`src/rtl/uart_cmd_pkg.sv`:
```
// -----------------------------------------------------------------------------
// uart_cmd_pkg
// Shared definitions for the UART command parser: parser state encoding,
// the packet sync byte, error cause codes and the hard payload length limit.
// Optional feature macro used elsewhere in this slice: UART_CMD_TIMEOUT_EN.
// -----------------------------------------------------------------------------
package uart_cmd_pkg;

    typedef enum logic [2:0] {
        ST_IDLE,
        ST_CMD,
        ST_LEN,
        ST_DATA,
        ST_CSUM,
        ST_HOLD
    } state_t;

    localparam logic [7:0] SYNC_BYTE     = 8'hA5;
    localparam int         MAX_LEN_LIMIT = 4;

    localparam logic [2:0] ERR_NONE    = 3'd0;
    localparam logic [2:0] ERR_CSUM    = 3'd1;
    localparam logic [2:0] ERR_LEN     = 3'd2;
    localparam logic [2:0] ERR_FRAME   = 3'd3;
    localparam logic [2:0] ERR_TIMEOUT = 3'd4;
    localparam logic [2:0] ERR_OVERRUN = 3'd5;

    // Running checksum is a plain 8-bit sum that wraps on overflow.
    function automatic logic [7:0] csumAdd(input logic [7:0] sum, input logic [7:0] b);
        return sum + b;
    endfunction

endpackage

```
`src/rtl/uart_cmd_parser_if.sv`:
```
// -----------------------------------------------------------------------------
// uart_cmd_parser_if
// Bundles the byte-receive side and the command/error output side of the
// UART command parser.
//   rx_frame/rx_done/frame_error : received byte, strobe, parity error
//   cmd_valid/cmd_ready          : decoded command handshake
//   cmd_code/cmd_len/cmd_data    : decoded command contents
//   err_pulse/err_code           : one-cycle error strobe and latched cause
// Modports: master = byte source / command consumer, slave = parser.
// -----------------------------------------------------------------------------
interface uart_cmd_parser_if;

    logic [7:0]  rx_frame;
    logic        rx_done;
    logic        frame_error;
    logic        cmd_valid;
    logic        cmd_ready;
    logic [7:0]  cmd_code;
    logic [2:0]  cmd_len;
    logic [31:0] cmd_data;
    logic        err_pulse;
    logic [2:0]  err_code;

    modport master (
        output rx_frame, rx_done, frame_error, cmd_ready,
        input  cmd_valid, cmd_code, cmd_len, cmd_data, err_pulse, err_code
    );

    modport slave (
        input  rx_frame, rx_done, frame_error, cmd_ready,
        output cmd_valid, cmd_code, cmd_len, cmd_data, err_pulse, err_code
    );

endinterface

```
`src/rtl/uart_byte_timer.sv`:
```
// -----------------------------------------------------------------------------
// uart_byte_timer
// Inter-byte timeout counter. Counts clock cycles while enabled and flags
// expiry when the count reaches CYCLES-1. Only built with UART_CMD_TIMEOUT_EN.
// Ports:
//   clk, rst   : clock, asynchronous active-high reset
//   i_clear    : restart the count (a byte arrived)
//   i_enable   : count only while a packet is in progress
//   o_expire   : count has reached CYCLES-1 while enabled
// -----------------------------------------------------------------------------
module uart_byte_timer #(
    parameter int CYCLES = 125_000
) (
    input  logic clk,
    input  logic rst,
    input  logic i_clear,
    input  logic i_enable,
    output logic o_expire
);

    localparam int W = (CYCLES > 1) ? $clog2(CYCLES) : 1;

    logic [W-1:0] r_count;

    assign o_expire = i_enable && (r_count == W'(CYCLES - 1));

    // Dropping enable also restarts the count, so every packet starts fresh
    // and the counter saturates at the expiry value.
    always_ff @(posedge clk or posedge rst) begin
        if (rst) begin
            r_count <= '0;
        end else if (i_clear || !i_enable) begin
            r_count <= '0;
        end else if (!o_expire) begin
            r_count <= r_count + 1'b1;
        end
    end

endmodule

```
`src/rtl/uart_cmd_parser.sv`:
```
// -----------------------------------------------------------------------------
// uart_cmd_parser
// Parses UART byte packets of the form SYNC(0xA5), CMD, LEN, LEN payload
// bytes, CSUM into a command with a valid/ready handshake, and reports
// protocol errors as one-cycle pulses with a latched cause code.
// Ports:
//   clk      : system clock, rising edge
//   reset_p  : asynchronous active-high reset
//   bus      : uart_cmd_parser_if.slave (byte input, command and error output)
// Parameters: CLK_FREQUENCE (Hz), TIMEOUT_CYCLES (inter-byte timeout),
//   MAX_LEN (payload limit 1..4).
// Optional feature: define UART_CMD_TIMEOUT_EN to abandon a packet whose
//   bytes stop arriving; without it the parser waits indefinitely.
// -----------------------------------------------------------------------------
module uart_cmd_parser
    import uart_cmd_pkg::*;
#(
    parameter int CLK_FREQUENCE  = 125_000_000,
    parameter int TIMEOUT_CYCLES = 125_000,
    parameter int MAX_LEN        = 4
) (
    input  logic clk,
    input  logic reset_p,
    uart_cmd_parser_if.slave bus
);

    // Reject configurations the datapath cannot represent.
    if (MAX_LEN < 1 || MAX_LEN > MAX_LEN_LIMIT || TIMEOUT_CYCLES < 2 || CLK_FREQUENCE < 1) begin : g_badParam
        $error("uart_cmd_parser: illegal parameter value");
    end

    state_t      r_state;
    state_t      w_nextState;
    logic [7:0]  r_cmd;
    logic [2:0]  r_len;
    logic [2:0]  r_idx;
    logic [31:0] r_data;
    logic [7:0]  r_sum;
    logic [7:0]  r_outCode;
    logic [2:0]  r_outLen;
    logic [31:0] r_outData;
    logic        r_errPulse;
    logic [2:0]  r_errCode;

    logic        w_startPkt;
    logic        w_loadCmd;
    logic        w_loadLen;
    logic        w_loadData;
    logic        w_commit;
    logic        w_errFire;
    logic [2:0]  w_errCause;
    logic        w_syncByte;
    logic        w_expire;

    assign w_syncByte = bus.rx_done && !bus.frame_error && (bus.rx_frame == SYNC_BYTE);

`ifdef UART_CMD_TIMEOUT_EN
    logic w_timerEn;

    assign w_timerEn = (r_state == ST_CMD) || (r_state == ST_LEN) ||
                       (r_state == ST_DATA) || (r_state == ST_CSUM);

    uart_byte_timer #(
        .CYCLES (TIMEOUT_CYCLES)
    ) u_timer (
        .clk      (clk),
        .rst      (reset_p),
        .i_clear  (bus.rx_done),
        .i_enable (w_timerEn),
        .o_expire (w_expire)
    );
`else
    assign w_expire = 1'b0;
`endif

    // Next state and datapath control. A sync byte inside a packet is plain
    // data; only IDLE (or HOLD with a simultaneous handshake) looks for it.
    always_comb begin
        w_nextState = r_state;
        w_startPkt  = 1'b0;
        w_loadCmd   = 1'b0;
        w_loadLen   = 1'b0;
        w_loadData  = 1'b0;
        w_commit    = 1'b0;
        w_errFire   = 1'b0;
        w_errCause  = ERR_NONE;
        case (r_state)
            ST_IDLE: begin
                if (w_syncByte) begin
                    w_nextState = ST_CMD;
                    w_startPkt  = 1'b1;
                end
            end
            ST_CMD: begin
                if (bus.rx_done) begin
                    if (bus.frame_error) begin
                        w_nextState = ST_IDLE;
                        w_errFire   = 1'b1;
                        w_errCause  = ERR_FRAME;
                    end else begin
                        w_nextState = ST_LEN;
                        w_loadCmd   = 1'b1;
                    end
                end
            end
            ST_LEN: begin
                if (bus.rx_done) begin
                    if (bus.frame_error) begin
                        w_nextState = ST_IDLE;
                        w_errFire   = 1'b1;
                        w_errCause  = ERR_FRAME;
                    end else if (bus.rx_frame == 8'd0) begin
                        w_nextState = ST_CSUM;
                        w_loadLen   = 1'b1;
                    end else if (int'(bus.rx_frame) <= MAX_LEN) begin
                        w_nextState = ST_DATA;
                        w_loadLen   = 1'b1;
                    end else begin
                        w_nextState = ST_IDLE;
                        w_errFire   = 1'b1;
                        w_errCause  = ERR_LEN;
                    end
                end
            end
            ST_DATA: begin
                if (bus.rx_done) begin
                    if (bus.frame_error) begin
                        w_nextState = ST_IDLE;
                        w_errFire   = 1'b1;
                        w_errCause  = ERR_FRAME;
                    end else begin
                        w_loadData = 1'b1;
                        if (r_idx + 3'd1 == r_len) begin
                            w_nextState = ST_CSUM;
                        end
                    end
                end
            end
            ST_CSUM: begin
                if (bus.rx_done) begin
                    if (bus.frame_error) begin
                        w_nextState = ST_IDLE;
                        w_errFire   = 1'b1;
                        w_errCause  = ERR_FRAME;
                    end else if (bus.rx_frame == r_sum) begin
                        w_nextState = ST_HOLD;
                        w_commit    = 1'b1;
                    end else begin
                        w_nextState = ST_IDLE;
                        w_errFire   = 1'b1;
                        w_errCause  = ERR_CSUM;
                    end
                end
            end
            ST_HOLD: begin
                // With the handshake completing, the byte is treated as an
                // IDLE byte; otherwise it has nowhere to go and is dropped.
                if (bus.cmd_ready) begin
                    w_nextState = ST_IDLE;
                    if (w_syncByte) begin
                        w_nextState = ST_CMD;
                        w_startPkt  = 1'b1;
                    end
                end else if (bus.rx_done) begin
                    w_errFire  = 1'b1;
                    w_errCause = ERR_OVERRUN;
                end
            end
            default: begin
                w_nextState = ST_IDLE;
            end
        endcase

        // A byte arriving in the expiry cycle still counts, so it wins.
        if (w_expire && !bus.rx_done) begin
            w_nextState = ST_IDLE;
            w_errFire   = 1'b1;
            w_errCause  = ERR_TIMEOUT;
        end
    end

    // State register.
    always_ff @(posedge clk or posedge reset_p) begin
        if (reset_p) begin
            r_state <= ST_IDLE;
        end else begin
            r_state <= w_nextState;
        end
    end

    // Packet assembly: header, payload and running checksum. Payload is
    // cleared at packet start so unused upper bytes read as zero.
    always_ff @(posedge clk or posedge reset_p) begin
        if (reset_p) begin
            r_cmd  <= '0;
            r_len  <= '0;
            r_idx  <= '0;
            r_data <= '0;
            r_sum  <= '0;
        end else begin
            if (w_startPkt) begin
                r_idx  <= '0;
                r_data <= '0;
                r_sum  <= '0;
            end
            if (w_loadCmd) begin
                r_cmd <= bus.rx_frame;
                r_sum <= csumAdd(r_sum, bus.rx_frame);
            end
            if (w_loadLen) begin
                r_len <= bus.rx_frame[2:0];
                r_sum <= csumAdd(r_sum, bus.rx_frame);
            end
            if (w_loadData) begin
                case (r_idx[1:0])
                    2'd0:    r_data[7:0]   <= bus.rx_frame;
                    2'd1:    r_data[15:8]  <= bus.rx_frame;
                    2'd2:    r_data[23:16] <= bus.rx_frame;
                    default: r_data[31:24] <= bus.rx_frame;
                endcase
                r_idx <= r_idx + 3'd1;
                r_sum <= csumAdd(r_sum, bus.rx_frame);
            end
        end
    end

    // Output command registers are only written on a good checksum, so they
    // stay stable throughout HOLD even if a new packet starts right after.
    always_ff @(posedge clk or posedge reset_p) begin
        if (reset_p) begin
            r_outCode <= '0;
            r_outLen  <= '0;
            r_outData <= '0;
        end else if (w_commit) begin
            r_outCode <= r_cmd;
            r_outLen  <= r_len;
            r_outData <= r_data;
        end
    end

    // Error strobe lasts one cycle; the cause code is held until the next error.
    always_ff @(posedge clk or posedge reset_p) begin
        if (reset_p) begin
            r_errPulse <= 1'b0;
            r_errCode  <= ERR_NONE;
        end else begin
            r_errPulse <= w_errFire;
            if (w_errFire) begin
                r_errCode <= w_errCause;
            end
        end
    end

    assign bus.cmd_valid = (r_state == ST_HOLD);
    assign bus.cmd_code  = r_outCode;
    assign bus.cmd_len   = r_outLen;
    assign bus.cmd_data  = r_outData;
    assign bus.err_pulse = r_errPulse;
    assign bus.err_code  = r_errCode;

endmodule

```
`src/flat_wrapper.sv`:
```
// flat-port wrapper written by rule: the top's interface ports become plain ports
module uart_cmd_parser_flat import uart_cmd_pkg::*;
#(
    parameter int CLK_FREQUENCE  = 125_000_000,
    parameter int TIMEOUT_CYCLES = 125_000,
    parameter int MAX_LEN        = 4
)
  (clk, reset_p, bus_rx_frame, bus_rx_done, bus_frame_error, bus_cmd_ready, bus_cmd_valid, bus_cmd_code, bus_cmd_len, bus_cmd_data, bus_err_pulse, bus_err_code);
  uart_cmd_parser_if bus_i ();
  input  logic clk;
  input  logic reset_p;
  input wire logic [$bits(bus_i.rx_frame)-1:0] bus_rx_frame;
  input wire logic [$bits(bus_i.rx_done)-1:0] bus_rx_done;
  input wire logic [$bits(bus_i.frame_error)-1:0] bus_frame_error;
  input wire logic [$bits(bus_i.cmd_ready)-1:0] bus_cmd_ready;
  output wire logic [$bits(bus_i.cmd_valid)-1:0] bus_cmd_valid;
  output wire logic [$bits(bus_i.cmd_code)-1:0] bus_cmd_code;
  output wire logic [$bits(bus_i.cmd_len)-1:0] bus_cmd_len;
  output wire logic [$bits(bus_i.cmd_data)-1:0] bus_cmd_data;
  output wire logic [$bits(bus_i.err_pulse)-1:0] bus_err_pulse;
  output wire logic [$bits(bus_i.err_code)-1:0] bus_err_code;
  assign bus_i.rx_frame = bus_rx_frame;
  assign bus_i.rx_done = bus_rx_done;
  assign bus_i.frame_error = bus_frame_error;
  assign bus_i.cmd_ready = bus_cmd_ready;
  assign bus_cmd_valid = bus_i.cmd_valid;
  assign bus_cmd_code = bus_i.cmd_code;
  assign bus_cmd_len = bus_i.cmd_len;
  assign bus_cmd_data = bus_i.cmd_data;
  assign bus_err_pulse = bus_i.err_pulse;
  assign bus_err_code = bus_i.err_code;
  uart_cmd_parser #(.CLK_FREQUENCE(CLK_FREQUENCE), .TIMEOUT_CYCLES(TIMEOUT_CYCLES), .MAX_LEN(MAX_LEN)) u_core (.clk(clk), .reset_p(reset_p), .bus(bus_i));
endmodule
```
`config.mk`:
```
export PLATFORM = sky130hd
export DESIGN_NAME = uart_cmd_parser_flat
export DESIGN_NICKNAME = d
export VERILOG_FILES = /design/src/rtl/uart_cmd_pkg.sv /design/src/rtl/uart_cmd_parser_if.sv /design/src/rtl/uart_byte_timer.sv /design/src/rtl/uart_cmd_parser.sv /design/src/flat_wrapper.sv
export SDC_FILE = /design/constraint.sdc
export NUM_CORES = 1
export LEC_CHECK = 0
export ABC_AREA = 1
export BUFFER_PORTS_ARGS = -buffer_cell sky130_fd_sc_hd__buf_2
export CAP_MARGIN = 0
export CORE_UTILIZATION = 25
export CTS_CLUSTER_DIAMETER = 150
export DETAILED_ROUTE_END_ITERATION = 7
export GPL_TIMING_DRIVEN = 1
export PLACE_DENSITY = 0.42
export SYNTH_ARGS = -nofsm -noshare
export SYNTH_HDL_FRONTEND = slang
export SYNTH_SLANG_ARGS = --single-unit
export TNS_END_PERCENT = 5
```
`constraint.sdc`:
```
create_clock -name clk -period 6.5 [get_ports clk]
set_clock_uncertainty 0.1 [all_clocks]
set_input_delay 0.325 -clock clk [delete_from_list [all_inputs] [get_ports clk]]
set_output_delay 0.325 -clock clk [all_outputs]
set_load 0.1 [all_outputs]
```
==> metrics <==
outcome=complete, no violations; count of fill cells added during filler insertion=2052; Detailed Place HPWL=8380 um; setup bufs post-CTS=0; count of clock tree sinks=104; Fin. Hold Viols=0; final-report max-slew violation count=0; total number of vias=3844; die area=slightly above 20000 um^2; DRC viols=0; clk buf depth=2; CP Data Required Time=6660 ps; total of endpoints with negative setup slack in the final report=0; ratio of total power to cell area=330 nW/um^2; Worst setup EP type=flop; io pins=61; Pre-antenna DRT Iters=4; core region area=19000 um^2; number of buffers created by CTS=9; ANT nets after route=0; netlist area before placement=slightly below 5000 um^2; die extent in y=142 um; warning count from the yosys run=0; total overflow reported by the global router=0; CTS-repair resized insts=0; most used flip-flop cell after synthesis=sky130_fd_sc_hd__dfrtp_1; max-cap viol count=0; final sum of negative setup slack=0 ps; Routed Wire Length=12500 um; via/cell ratio=between 4 and 5; highest net fanout along the worst path=44; fraction of synthesized area in multiplexers=0%; Post-synth EDFFs=0; mean routed wirelength per cell=14.4 um; Initial Util=25.8%; class of the most critical hold timing path=input pin to flop; number of antenna violations at the first check in global routing=0; share of layout cells above drive strength 1=between 10% and 20%; Max transition margin=26.4%; number of non-filler instances in the completed layout=a little under 900; share of Yosys cell area claimed by the top area cell type=53.2%; pin count of the biggest net entering global routing=86; Critical Path Start Type=flop; post-route minimum period=2970 ps; placed cells=851; placed cell area=about 5300 um^2; final worst hold slack=around 290 ps; Inserted Diodes=0; slew of the pin with the lowest slew margin=1100 ps; unrepaired setup endpoints after global routing=false; post-route cell area=5640 um^2; Worst-Skew Late Latency=350 ps; via count of the first global-routing pass=3754; post-synth cell types=33; Worst IR Drop VDD=~0.00015 V; Synth Area in Adders=3.48%; final weighted congestion in routability-driven placement=0.785; root cell of the clock tree=sky130_fd_sc_hd__clkbuf_16; global-route wire length before repair=20400 um; combinational family with the most area after synthesis=simple AND/OR/NAND/NOR gates; top cells by area, synth=sky130_fd_sc_hd__dfrtp_1 (53%), sky130_fd_sc_hd__nand2_1 (16%), sky130_fd_sc_hd__nand3_1 (6.4%); static leakage=about 0.0031 uW; synthesized-area fraction occupied by and/or/nand/nor cells=approximately 29%; Post-Syn Area per Cell=8.89 um^2; critical path data arrival time=3140 ps; hold buffer count at cts=1; library cell with the largest summed area after synthesis=sky130_fd_sc_hd__dfrtp_1; Synth Area in Compound Gates=7.21%; proportion of synthesized flip-flops having asynchronous set or reset=100%; TritonCTS clock tree=yes; number of design-rule violations left by the first detailed-router iteration=188; Multi-input gate area=roughly 2000 um^2; floorplan die width=142 um; register bit count reported by yosys=104; count of input and output buffers=60; Area Growth Syn to Fin=15.4%; global routing usage summed across all routing layers=approximately an eighth; PnR Total Power=1860 uW; Synthesized Nets=~580; xor and xnor fraction of the mapped netlist area=1.25%; area of all sequential standard cells=between 2000 and 3000 um^2; CTS H-tree lvls=3; register area share after synthesis=between 50 and 60%; row cnt=50; number of cells produced by synthesis=550; Max Freq=337 MHz; count of nets after finishing=629; final period utilization=45.7%; kind of critical path=flop to flop; Reg clk slew, reported paths=70 ps
[per-layer routing]
| metal | up-vias | track usage (%) | routed length [um] | share of wire [%] |
|---|---|---|---|---|
| met5 | - | 0 | 0 | 0 |
| met1 | 1839 | 17.7 | 5830 | 47 |
| met4 | 0 | 3.96 | 159 | 1.3 |
| li1 | 1908 | - | - | - |
| met3 | 12 | 3.21 | 571 | 4.6 |
| met2 | 85 | 21.4 | 5890 | 47 |
[state kept, by name (all words and copies together) (netlist names), 8 cells and up]
| name | flops |
|---|---|
| u_core.bus.cmd_code | 8 |
| u_core.bus.cmd_data | 32 |
| u_core.r_cmd | 8 |
| u_core.r_data | 32 |
| u_core.r_sum | 8 |
[cell type report]
class                           count  area share, %
Sequential cell                   104           46.1
Tap cell                          260           5.76
Timing Repair Buffer               62           5.63
Clock inverter                      5          0.998
Inverter                           33           2.24
Multi-Input combinational cell    393           35.2
Clock buffer                       10           4.06
[cells in the mapped netlist (all sizes together), types with 3 or more instances]
library cell,n
o21ai,16
nand4,6
ha,12
buf,19
o22ai,32
nor2,25
xnor2,3
inv,33
dfrtp,104
nand3,66
nor3,3
nand2,211
xor2,4
a21oi,8
[metrics by stage]
step                setup WS, ps  utilization (%)
finish                      3530             29.8
global placement            3330             28.2
CTS                         3390             29.8
detailed placement          3300             28.2
global route                3170             29.8
floorplan                   3340                -
[final timing paths]
path	startpoint	to	slack, ps	cells past startpoint
min reg2reg	u_core.bus.cmd_code[6]$_DFFE_PP0P_	u_core.bus.cmd_code[6]$_DFFE_PP0P_	370	2
max in group asynchronous	reset_p	u_core.r_idx[1]$_DFFE_PP0P_	4580	4
max reg2reg	u_core.r_sum[4]$_DFFE_PP0P_	u_core.bus.cmd_len[2]$_DFFE_PP0P_	3530	8
min in group asynchronous	reset_p	u_core.bus.cmd_data[5]$_DFFE_PP0P_	360	3
min	bus_rx_done	u_core.bus.err_pulse$_DFF_PP0_	290	3
max	u_core.r_sum[4]$_DFFE_PP0P_	u_core.bus.cmd_len[2]$_DFFE_PP0P_	3530	8
[critical path: stages (launching register included)]
cell and delay [ps]:
sky130_fd_sc_hd__dfrtp_1 390, sky130_fd_sc_hd__ha_1 330, sky130_fd_sc_hd__inv_1 110, sky130_fd_sc_hd__nand2_1 70, sky130_fd_sc_hd__nor2_1 120, sky130_fd_sc_hd__nand3_1 150
sky130_fd_sc_hd__nor2_4 780, sky130_fd_sc_hd__nand2_4 480, sky130_fd_sc_hd__o21ai_0 300
[cells by family after synthesis]
| group | count (synthesis) |
|---|---|
| adder cells (fa/ha/maj) | 13 |
| flip-flops | 104 |
| AO/OA/AOI/OAI | 60 |
| buffers and inverters | 53 |
| AND/OR/NAND/NOR | 313 |
| XOR/XNOR | 7 |
[cell usage in the layout (no fill, tap or decap), drive strengths merged, types with 2 or more instances in the layout]
master / instances
ha: 12
xor2: 4
nor3: 3
buf: 61
o21ai: 16
dfrtp: 104
nor2: 25
a21oi: 8
nand4: 6
clkinv: 2
nand2: 211
xnor2: 3
clkbuf: 10
o22ai: 32
nand3: 66
inv: 34
[where the power goes]
part | internal, uW | switching [uW] | total, uW
registers | 747 | 70.8 | 817
logic | 163 | 338 | 501
clock network | 297 | 247 | 544
total | 1210 | 655 | 1860
Note: power is estimated with default switching activity, not from simulation.
